`src/rtl/halut_result_arbiter.sv`:
```
// Merges the per-column-group decoder results of the HALUT matmul into one valid/ready stream.
// Each input port has its own FIFO; a round-robin arbiter drains the FIFOs into a registered output.
module halut_result_arbiter #(
  parameter int unsigned NumPorts    = 4,
  parameter int unsigned M           = 32,
  parameter int unsigned MAddrWidth  = $clog2(M),
  parameter int unsigned BufDepth    = 2,
  parameter int unsigned RowCntWidth = 16,
  localparam int unsigned PortWidth  = (NumPorts > 1) ? $clog2(NumPorts) : 1
) (
  input  logic                                clk_i,
  input  logic                                rst_i,
  input  logic [NumPorts-1:0][31:0]           result_i,
  input  logic [NumPorts-1:0]                 valid_i,
  input  logic [NumPorts-1:0][MAddrWidth-1:0] m_addr_i,
  input  logic                                clear_i,
  output logic [31:0]                         out_result_o,
  output logic [MAddrWidth-1:0]               out_m_addr_o,
  output logic [PortWidth-1:0]                out_port_o,
  output logic                                out_valid_o,
  input  logic                                out_ready_i,
  output logic                                row_done_o,
  output logic [RowCntWidth-1:0]              row_cnt_o,
  output logic [NumPorts-1:0]                 overflow_o
);

  localparam int unsigned PtrWidth    = $clog2(BufDepth);
  localparam int unsigned CntWidth    = PtrWidth + 1;
  localparam int unsigned ResCntWidth = $clog2(M) + 1;

  typedef struct packed {
    logic [31:0]           result;
    logic [MAddrWidth-1:0] m_addr;
  } entry_t;

  entry_t [NumPorts-1:0][BufDepth-1:0] mem_q, mem_d;
  logic [NumPorts-1:0][PtrWidth-1:0]   wr_ptr_q, wr_ptr_d;
  logic [NumPorts-1:0][PtrWidth-1:0]   rd_ptr_q, rd_ptr_d;
  logic [NumPorts-1:0][CntWidth-1:0]   count_q, count_d;
  logic [NumPorts-1:0]                 overflow_q, overflow_d;
  logic [PortWidth-1:0]                rr_ptr_q, rr_ptr_d;
  entry_t                              out_entry_q, out_entry_d;
  logic [PortWidth-1:0]                out_port_q, out_port_d;
  logic                                out_valid_q, out_valid_d;
  logic [ResCntWidth-1:0]              res_cnt_q, res_cnt_d;
  logic [RowCntWidth-1:0]              row_cnt_q, row_cnt_d;
  logic                                row_done_q, row_done_d;

  logic                 can_load;
  logic                 handshake;
  logic                 grant_valid;
  logic [PortWidth-1:0] grant_idx;
  logic [NumPorts-1:0]  pop;
  logic [NumPorts-1:0]  push_ok;
  int unsigned          scan_idx;

  // Round-robin grant: first non-empty FIFO at or after rr_ptr_q, scanning cyclically.
  always_comb begin
    can_load    = !out_valid_q || out_ready_i;
    handshake   = out_valid_q && out_ready_i;
    grant_valid = 1'b0;
    grant_idx   = '0;
    scan_idx    = 0;
    pop         = '0;
    for (int unsigned i = 0; i < NumPorts; i++) begin
      scan_idx = 32'(rr_ptr_q) + i;
      if (scan_idx >= NumPorts) begin
        scan_idx = scan_idx - NumPorts;
      end
      if (!grant_valid && (count_q[PortWidth'(scan_idx)] != '0)) begin
        grant_valid = 1'b1;
        grant_idx   = PortWidth'(scan_idx);
      end
    end
    if (can_load && grant_valid) begin
      pop[grant_idx] = 1'b1;
    end
  end

  // A full FIFO still accepts a push in the cycle it is popped.
  always_comb begin
    mem_d      = mem_q;
    wr_ptr_d   = wr_ptr_q;
    rd_ptr_d   = rd_ptr_q;
    count_d    = count_q;
    overflow_d = overflow_q;
    push_ok    = '0;
    for (int unsigned p = 0; p < NumPorts; p++) begin
      push_ok[p] = valid_i[p] && ((count_q[p] < CntWidth'(BufDepth)) || pop[p]);
      if (push_ok[p]) begin
        mem_d[p][wr_ptr_q[p]] = {result_i[p], m_addr_i[p]};
        wr_ptr_d[p]           = wr_ptr_q[p] + 1'b1;
      end
      if (pop[p]) begin
        rd_ptr_d[p] = rd_ptr_q[p] + 1'b1;
      end
      case ({push_ok[p], pop[p]})
        2'b10:   count_d[p] = count_q[p] + 1'b1;
        2'b01:   count_d[p] = count_q[p] - 1'b1;
        default: count_d[p] = count_q[p];
      endcase
      if (valid_i[p] && !push_ok[p]) begin
        overflow_d[p] = 1'b1;
      end
    end
    if (clear_i) begin
      overflow_d = '0;
    end
  end

  always_comb begin
    out_entry_d = out_entry_q;
    out_port_d  = out_port_q;
    out_valid_d = out_valid_q;
    rr_ptr_d    = rr_ptr_q;
    if (can_load) begin
      out_valid_d = grant_valid;
      if (grant_valid) begin
        out_entry_d = mem_q[grant_idx][rd_ptr_q[grant_idx]];
        out_port_d  = grant_idx;
        rr_ptr_d    = (32'(grant_idx) == NumPorts - 1) ? '0 : grant_idx + 1'b1;
      end
    end
  end

  // Result counter wraps at M; the wrapping handshake closes a row.
  always_comb begin
    res_cnt_d  = res_cnt_q;
    row_cnt_d  = row_cnt_q;
    row_done_d = 1'b0;
    if (clear_i) begin
      res_cnt_d = '0;
      row_cnt_d = '0;
    end else if (handshake) begin
      if (res_cnt_q == ResCntWidth'(M - 1)) begin
        res_cnt_d  = '0;
        row_cnt_d  = row_cnt_q + 1'b1;
        row_done_d = 1'b1;
      end else begin
        res_cnt_d = res_cnt_q + 1'b1;
      end
    end
  end

  always_ff @(posedge clk_i or posedge rst_i) begin
    if (rst_i) begin
      mem_q       <= '0;
      wr_ptr_q    <= '0;
      rd_ptr_q    <= '0;
      count_q     <= '0;
      overflow_q  <= '0;
      rr_ptr_q    <= '0;
      out_entry_q <= '0;
      out_port_q  <= '0;
      out_valid_q <= 1'b0;
      res_cnt_q   <= '0;
      row_cnt_q   <= '0;
      row_done_q  <= 1'b0;
    end else begin
      mem_q       <= mem_d;
      wr_ptr_q    <= wr_ptr_d;
      rd_ptr_q    <= rd_ptr_d;
      count_q     <= count_d;
      overflow_q  <= overflow_d;
      rr_ptr_q    <= rr_ptr_d;
      out_entry_q <= out_entry_d;
      out_port_q  <= out_port_d;
      out_valid_q <= out_valid_d;
      res_cnt_q   <= res_cnt_d;
      row_cnt_q   <= row_cnt_d;
      row_done_q  <= row_done_d;
    end
  end

  assign out_result_o = out_entry_q.result;
  assign out_m_addr_o = out_entry_q.m_addr;
  assign out_port_o   = out_port_q;
  assign out_valid_o  = out_valid_q;
  assign row_done_o   = row_done_q;
  assign row_cnt_o    = row_cnt_q;
  assign overflow_o   = overflow_q;

endmodule

```
`config.mk`:
```
export PLATFORM = sky130hd
export DESIGN_NAME = halut_result_arbiter
export DESIGN_NICKNAME = d
export VERILOG_FILES = /design/src/rtl/halut_result_arbiter.sv
export SDC_FILE = /design/constraint.sdc
export NUM_CORES = 1
export LEC_CHECK = 0
export ABC_CLOCK_PERIOD_IN_PS = 28200
export BUFFER_PORTS_ARGS = -buffer_cell sky130_fd_sc_hd__buf_2
export CAP_MARGIN = 15
export CORE_MARGIN = 5
export CORE_UTILIZATION = 60
export DETAILED_ROUTE_END_ITERATION = 6
export PLACE_DENSITY_LB_ADDON = 0.08
export RECOVER_POWER = 25
export SETUP_SLACK_MARGIN = 0.05
export SYNTH_ARGS = -nofsm -noshare
export SYNTH_HDL_FRONTEND = slang
export SYNTH_SLANG_ARGS = --single-unit
```
`constraint.sdc`:
```
create_clock -name clk_i -period 28.2 [get_ports clk_i]
set_input_delay 4.23 -clock clk_i [delete_from_list [all_inputs] [get_ports clk_i]]
set_output_delay 4.23 -clock clk_i [all_outputs]
set_load 0.005 [all_outputs]
```
==> results.md, run 1 <==
- Status: finished with violations
- Failing checks: max-capacitance violations, max-slew violations
- Least-Margin Pin Slew: 5.660 ns
- Hpwl dp: 27.05 mm
- Share of cells above drive strength 1: 27.82%
- Most frequent cells in the layout: dfrtp_1 (381), buf_2 (187), mux2_2 (172)
- Clk buf depth: 3
- Crit path DAT: 9.24 ns
- Setup TNS: 0 ns
- Proportion of synthesized area in mux cells: 21.52%
- CTS tree: done
- Post-synthesis adder-cell area fraction: 0.7163%
- EDFF count, synth: 0
- Final Cycle Share: 30.81%
- DIE AREA: 32630 um2
- Final ANT Viol Nets: 0
- Row Count: 62
- Number of global-route vias before repair: 13090
- # DRC: 0
- Post-synthesis cell count: 1425
- Synth Area in Compound Gates: 9.534%
- Core ar.: 28700 um2
- Post-DR wirelength/cell: 22.51 um
- Final hold violation count: 0
- Initial antenna violation count: 7
- Die Ht: 180.6 um
- Fillers: 2192
- First-pass GRT wire length: 72.56 mm
- CP Class: in -> async
- Yosys top cell area share: 54.58%
- Post-cts sizing count: 0
- Placement Setup Slack: 21.37 ns
- # nets final: 1768
- Final WS setup: 19.51 ns
- Grt ovf: 0
- Cell area after layout: 19980 um2
- Area contributors post-synth: dfrtp_1 (55%), mux2_2 (11%), mux2_1 (10%), nand3_1 (2.4%), nand2_1 (2.1%)
- Post-Syn Area: 17470 um2
- CP max-delay cell: clkinvlp_2
- IO Pins: 217
- Clock transition at the registers of the reported paths: 0.06 ns
- Total of max-cap violations: 4
- Largest family of logic cells by synthesized area: multiplexers
- Fmax: 115.1 MHz
- Final Slew Violations: 219
- CP startpoint kind: primary input
- CP Max Fanout: 192
- Worst IR Drop VDD: 0.0001060 V
- Die W: 180.6 um
- Final setup viols: 0
- CP required: 28.75 ns
- Area Overhead vs Synth: 14.37%
- Simple-gate share of the synthesized area: 8.810%
- Routability cong.: 0.8107
- Synth area leader: dfrtp_1
- Commonest non-fill, non-tap cell in the layout: dfrtp_1
- RSZ-0062 raised after global routing: no
- Sequential share of the synthesized area: 54.58%
- Min-delay worst type: reg -> reg
- Clock skew: 0.01681 ns
- Setup Buffers After CTS: 0
- Crit path time final: 8.687 ns
- Mapped Nets: 1591
- CP peak stage delay: 3.13 ns
- Final Util: 69.60%
- Syn Area/Cell: 12.26 um2
- Post-DP Area: 18750 um2
- Initial core utilization: 60.86%
- Worst path bufs/invs: 4
- Post-synthesis xor/xnor area fraction: 1.655%
- Cell Pwr Density: 139.3 nW/um2
- PortBufs: 216
- Vias per cell: 6.163
- Skew-Pair Late Insertion Delay: 0.54 ns
- Total GRT Usage: 27.64%
- Critical Path End Type: asynchronous set/reset pin
- Cells along the critical path: buf_2, clkinvlp_2, buf_12, buf_4
- CTS Buf Count: 42
- Slew Limit Headroom: -279.4%
- Synth unique cells: 53
- WL final: 45.43 mm
- Warning count from the yosys run: 0
- DR vias: 12440
- P_leak: 8.682 nW
- Ys async rst share: 100.0%
- Root Driver: clkbuf_16
- Max H-tree Level: 2
- Iteration-0 DRC Markers: 865
- CTS sink count: 381
- Hold_buf cts: 0
- #FFs+latches synth: 381
- Largest net degree at the start of global routing: 193
- Pre-Repair DR Iteration Count: 5
- Most common flop cell mapped by yosys: dfrtp_1
- Delay-heaviest family, CP: buffers and inverters
final timing paths:
kind,end,slack (ns),cells past startpoint,start
max,mem_q[243]$_DFFE_PP0P_,19.51,4,rst_i
min,rd_ptr_q[3]$_DFFE_PP0P_,0.47,1,rd_ptr_q[3]$_DFFE_PP0P_
max reg2reg,count_q[7]$_DFFE_PP0P_,22.96,10,count_q[1]$_DFFE_PP0P_
min reg2reg,rd_ptr_q[3]$_DFFE_PP0P_,0.47,1,rd_ptr_q[3]$_DFFE_PP0P_
max in group clk_i,count_q[7]$_DFFE_PP0P_,19.77,10,out_ready_i
min in group asynchronous,out_m_addr_o[1]$_DFFE_PP0P_,5.45,2,rst_i
layer usage:
layer,up-vias,part of all wire (%),track usage (%)
met4,10,3.1,8.469
met5,-,0.15,0
li1,5560,-,-
met3,100,6.4,5.511
met2,444,48,45.19
met1,6322,43,37.75
worst register-to-register path: stages, from the launching register on:
cell and delay (ns):
dfrtp_1 0.47, or2_1 0.26, nor4_1 0.14, nor2b_4 0.12, clkbuf_1 2.90, nand2_1 0.52, inv_1 0.18, ha_1 0.19
xnor2_1 0.14, nor2_1 0.07, xor2_1 0.14
Yosys cell counts, types with 2 or more instances:
| cell type | count |
|---|---|
| or3_1 | 6 |
| inv_2 | 2 |
| a31oi_1 | 43 |
| and3_1 | 38 |
| nand3_1 | 83 |
| xnor2_1 | 25 |
| buf_4 | 3 |
| or2_1 | 3 |
| a311o_1 | 37 |
| nand3_2 | 4 |
| buf_8 | 3 |
| o211ai_1 | 37 |
| mux2_2 | 172 |
| nor3_1 | 6 |
| o21ai_1 | 5 |
| buf_2 | 45 |
| o21bai_1 | 2 |
| and2_1 | 2 |
| nor2_1 | 65 |
| ha_1 | 10 |
| inv_1 | 12 |
| clkbuf_1 | 45 |
| nand4_1 | 3 |
| buf_6 | 3 |
| o21ai_0 | 45 |
| nor2_2 | 4 |
| a211oi_1 | 37 |
| dfrtp_1 | 381 |
| buf_1 | 2 |
| nand2_1 | 99 |
| a21oi_1 | 11 |
| mux2_1 | 161 |
| nor2b_1 | 4 |
| xor2_1 | 8 |
flip-flops by register name, indices dropped and copies added (netlist names):
register,cells
res_cnt_q,6
out_valid_o,1
row_done_o,1
wr_ptr_q,4
rr_ptr_q,2
count_q,8
out_result_o,32
overflow_o,4
rd_ptr_q,4
out_port_o,2
mem_q,296
out_m_addr_o,5
row_cnt_o,16
layout make-up:
class	instances	area, um2	area share [%]
Timing Repair Buffer	234	1189	5.950
Tap cell	384	480.5	2.405
Antenna cell	2	5.005	0.02505
Sequential cell	381	9534	47.72
Clock buffer	67	1246	6.238
Multi-Input combinational cell	929	7401	37.05
Clock inverter	7	66.31	0.3319
Inverter	14	56.30	0.2818
stage by stage:
stage          hold WS, ns  std cells  total power, mW
2_1_floorplan       0.4432       1425            1.930
3_3_place_gp        0.4589       1942            2.218
3_5_place_dp        0.4670       1942            2.263
4_1_cts             0.4776       2016            2.797
5_1_grt             0.4898       2018            2.964
6_report            0.4749       2018            2.784
logic make-up (layout without fill, tap and decap cells):
kind of cell	after synthesis	count (layout)
DFF	381	381
muxes	334	334
and+or+nand+nor	323	323
AOI/OAI and AO/OA	229	229
buffers and inverters	115	322
xor gates and xnor gates	33	33
adders and majority gates	10	10
other	0	2
power by group:
part / switching [mW] / total, mW / internal, mW
Clock: 0.212 / 0.523 / 0.311
Combinational: 0.737 / 1.30 / 0.560
Sequential: 0.145 / 0.963 / 0.819
Total: 1.09 / 2.78 / 1.69
Note: power is estimated with default switching activity, not from simulation.
==> inputs of run 2 (changes only) <==
--- a/config.mk
+++ b/config.mk
@@ -5,11 +5,11 @@
 export SDC_FILE = /design/constraint.sdc
 export NUM_CORES = 1
 export LEC_CHECK = 0
-export ABC_CLOCK_PERIOD_IN_PS = 28200
+export ABC_CLOCK_PERIOD_IN_PS = 8950
 export BUFFER_PORTS_ARGS = -buffer_cell sky130_fd_sc_hd__buf_2
 export CAP_MARGIN = 15
 export CORE_MARGIN = 5
-export CORE_UTILIZATION = 60
+export CORE_UTILIZATION = 58
 export DETAILED_ROUTE_END_ITERATION = 6
 export PLACE_DENSITY_LB_ADDON = 0.08
 export RECOVER_POWER = 25
==> constraint.sdc (replaced) <==
create_clock -name clk_i -period 8.95 [get_ports clk_i]
set_input_delay 1.3425 -clock clk_i [delete_from_list [all_inputs] [get_ports clk_i]]
set_output_delay 1.3425 -clock clk_i [all_outputs]
set_load 0.005 [all_outputs]
==> results.md, run 2 (synthesis gave the netlist of run 1 again) <==
- Final Slew Violations: 112
- Dpl cells: 1949
- CP Max Fanout: 40
- Worst path bufs/invs: 3
- Final WS setup: 3.948 ns
- Worst IR Drop VDD: 0.0003884 V
- Hold slack final: 0.4739 ns
- Iteration-0 DRC Markers: 657
- Status: finished with violations
- Post-cts sizing count: 0
- Fillers: 2340
- DR vias: 12280
- Cells along the critical path: or2_1, o311a_4, nor2_4, clkinv_2, ha_1, inv_1, o21ai_1, nand3_2, buf_4, mux2_2
- Final hold violation count: 0
- Failing checks: max-capacitance violations, max-slew violations
- Met2 wire length: 21.05 mm
- Least-Margin Pin Slew: 2.950 ns
- Final cell count without fillers: 2022
- Setup Buffers After CTS: 0
- Placement Setup Slack: 3.961 ns
- CP peak stage delay: 0.81 ns
- Pre-Repair DR Iteration Count: 5
- Routability cong.: 0.8534
- Cell Pwr Density: 434.8 nW/um2
- WL final: 44.65 mm
- Vias per cell: 6.075
- Crit path time final: 5.002 ns
- Hold_buf cts: 0
- FF-to-FF setup slack: 3.95 ns
- Combined area of the multi-input logic cells: 7421 um2
- Largest register FFs: 296
- Met3 WL: 2.854 mm
- Final Cycle Share: 55.88%
- Post-DR wirelength/cell: 22.08 um
- Setup TNS: 0 ns
- Post-DP Area: 18760 um2
- Min-delay worst type: reg -> reg
- Area Overhead vs Synth: 14.41%
- Core ar.: 29720 um2
- Largest net degree at the start of global routing: 131
- Initial antenna violation count: 3
- Uppermost routed layer: met5
- Clock transition at the registers of the reported paths: 0.06 ns
- Critical Path End Type: flop
- Delay-heaviest family, CP: simple AND/OR/NAND/NOR gates
- # DRC: 0
- # nets final: 1768
- Total of max-cap violations: 3
- CP required: 9.36 ns
- P_leak: 8.740 nW
- Final ANT Viol Nets: 0
- PortBufs: 216
- CTS Buf Count: 41
- Total GRT Usage: 26.25%
- CTS tree: done
- Commonest non-fill, non-tap cell in the layout: dfrtp_1
- Row Count: 63
- Final setup viols: 0
- Cell area after layout: 19990 um2
- Root Driver: clkbuf_16
- Slew Limit Headroom: -96.64%
- Clock skew: 0.01953 ns
- Most frequent cells in the layout: dfrtp_1 (381), buf_2 (215), mux2_2 (172)
- CP Class: reg -> reg
- Largest Register: mem_q
- CTS sink count: 381
- Routed length on met1: 19.74 mm
- CP startpoint kind: flop
- Die Ht: 183.5 um
- Max H-tree Level: 2
- Skew-Pair Late Insertion Delay: 0.53 ns
- IO Pins: 217
- Die W: 183.5 um
- Initial core utilization: 58.78%
- RSZ-0062 raised after global routing: no
- First-pass GRT wire length: 70.70 mm
- Fmax: 199.9 MHz
- Number of global-route vias before repair: 12960
- Grt ovf: 0
- Clk buf depth: 3
- Register Area: 9534 um2
- CP max-delay cell: clkinv_2
- Hpwl dp: 27.89 mm
- DIE AREA: 33690 um2
- Crit path DAT: 5.41 ns
- Share of cells above drive strength 1: 29.49%
## run 2: cell count changes in the layout (fill, tap and decap cells not counted), sizes merged
cell,previous run,this run
buf,205,232
inv,14,13
diode,2,1
clkinv,4,8
clkinvlp,2,1
clkbuf,96,66
## run 2: through the flow
stage / util, % / power, mW
detailed placement: 63.12 / 7.097
finish: 67.25 / 8.689
global placement: 63.12 / 6.967
global route: 67.25 / 9.276
CTS: 67.34 / 8.727
floorplan: - / 6.081
## run 2: layer usage
layer	track usage, %	up-vias
met5	0	-
met4	6.883	4
met3	4.333	82
met2	42.32	398
met1	37.50	6255
li1	-	5545
## run 2: worst paths after layout
kind / cells past startpoint / startpoint / endpoint
max reg2reg: 10 / count_q[2]$_DFFE_PP0P_ / mem_q[38]$_DFFE_PP0P_
max: 10 / count_q[2]$_DFFE_PP0P_ / mem_q[38]$_DFFE_PP0P_
min reg2reg: 1 / mem_q[164]$_DFFE_PP0P_ / mem_q[164]$_DFFE_PP0P_
min: 1 / mem_q[164]$_DFFE_PP0P_ / mem_q[164]$_DFFE_PP0P_
max in group asynchronous: 3 / rst_i / res_cnt_q[1]$_DFFE_PP0P_
min in group asynchronous: 2 / rst_i / mem_q[229]$_DFFE_PP0P_
## run 2: final cells by class
class | instances | area share [%]
well taps | 390 | 2.442
flip-flops and latches | 381 | 47.71
multi-input cells | 929 | 37.13
diodes | 1 | 0.01252
clock buffers | 63 | 5.854
inverters | 14 | 0.2880
repair buffers | 235 | 6.142
clock inverters | 9 | 0.4257
## run 2: power by group
part | switching (mW) | internal, mW
combinational | 2.29 | 1.77
clock | 0.670 | 0.930
sequential | 0.459 | 2.58
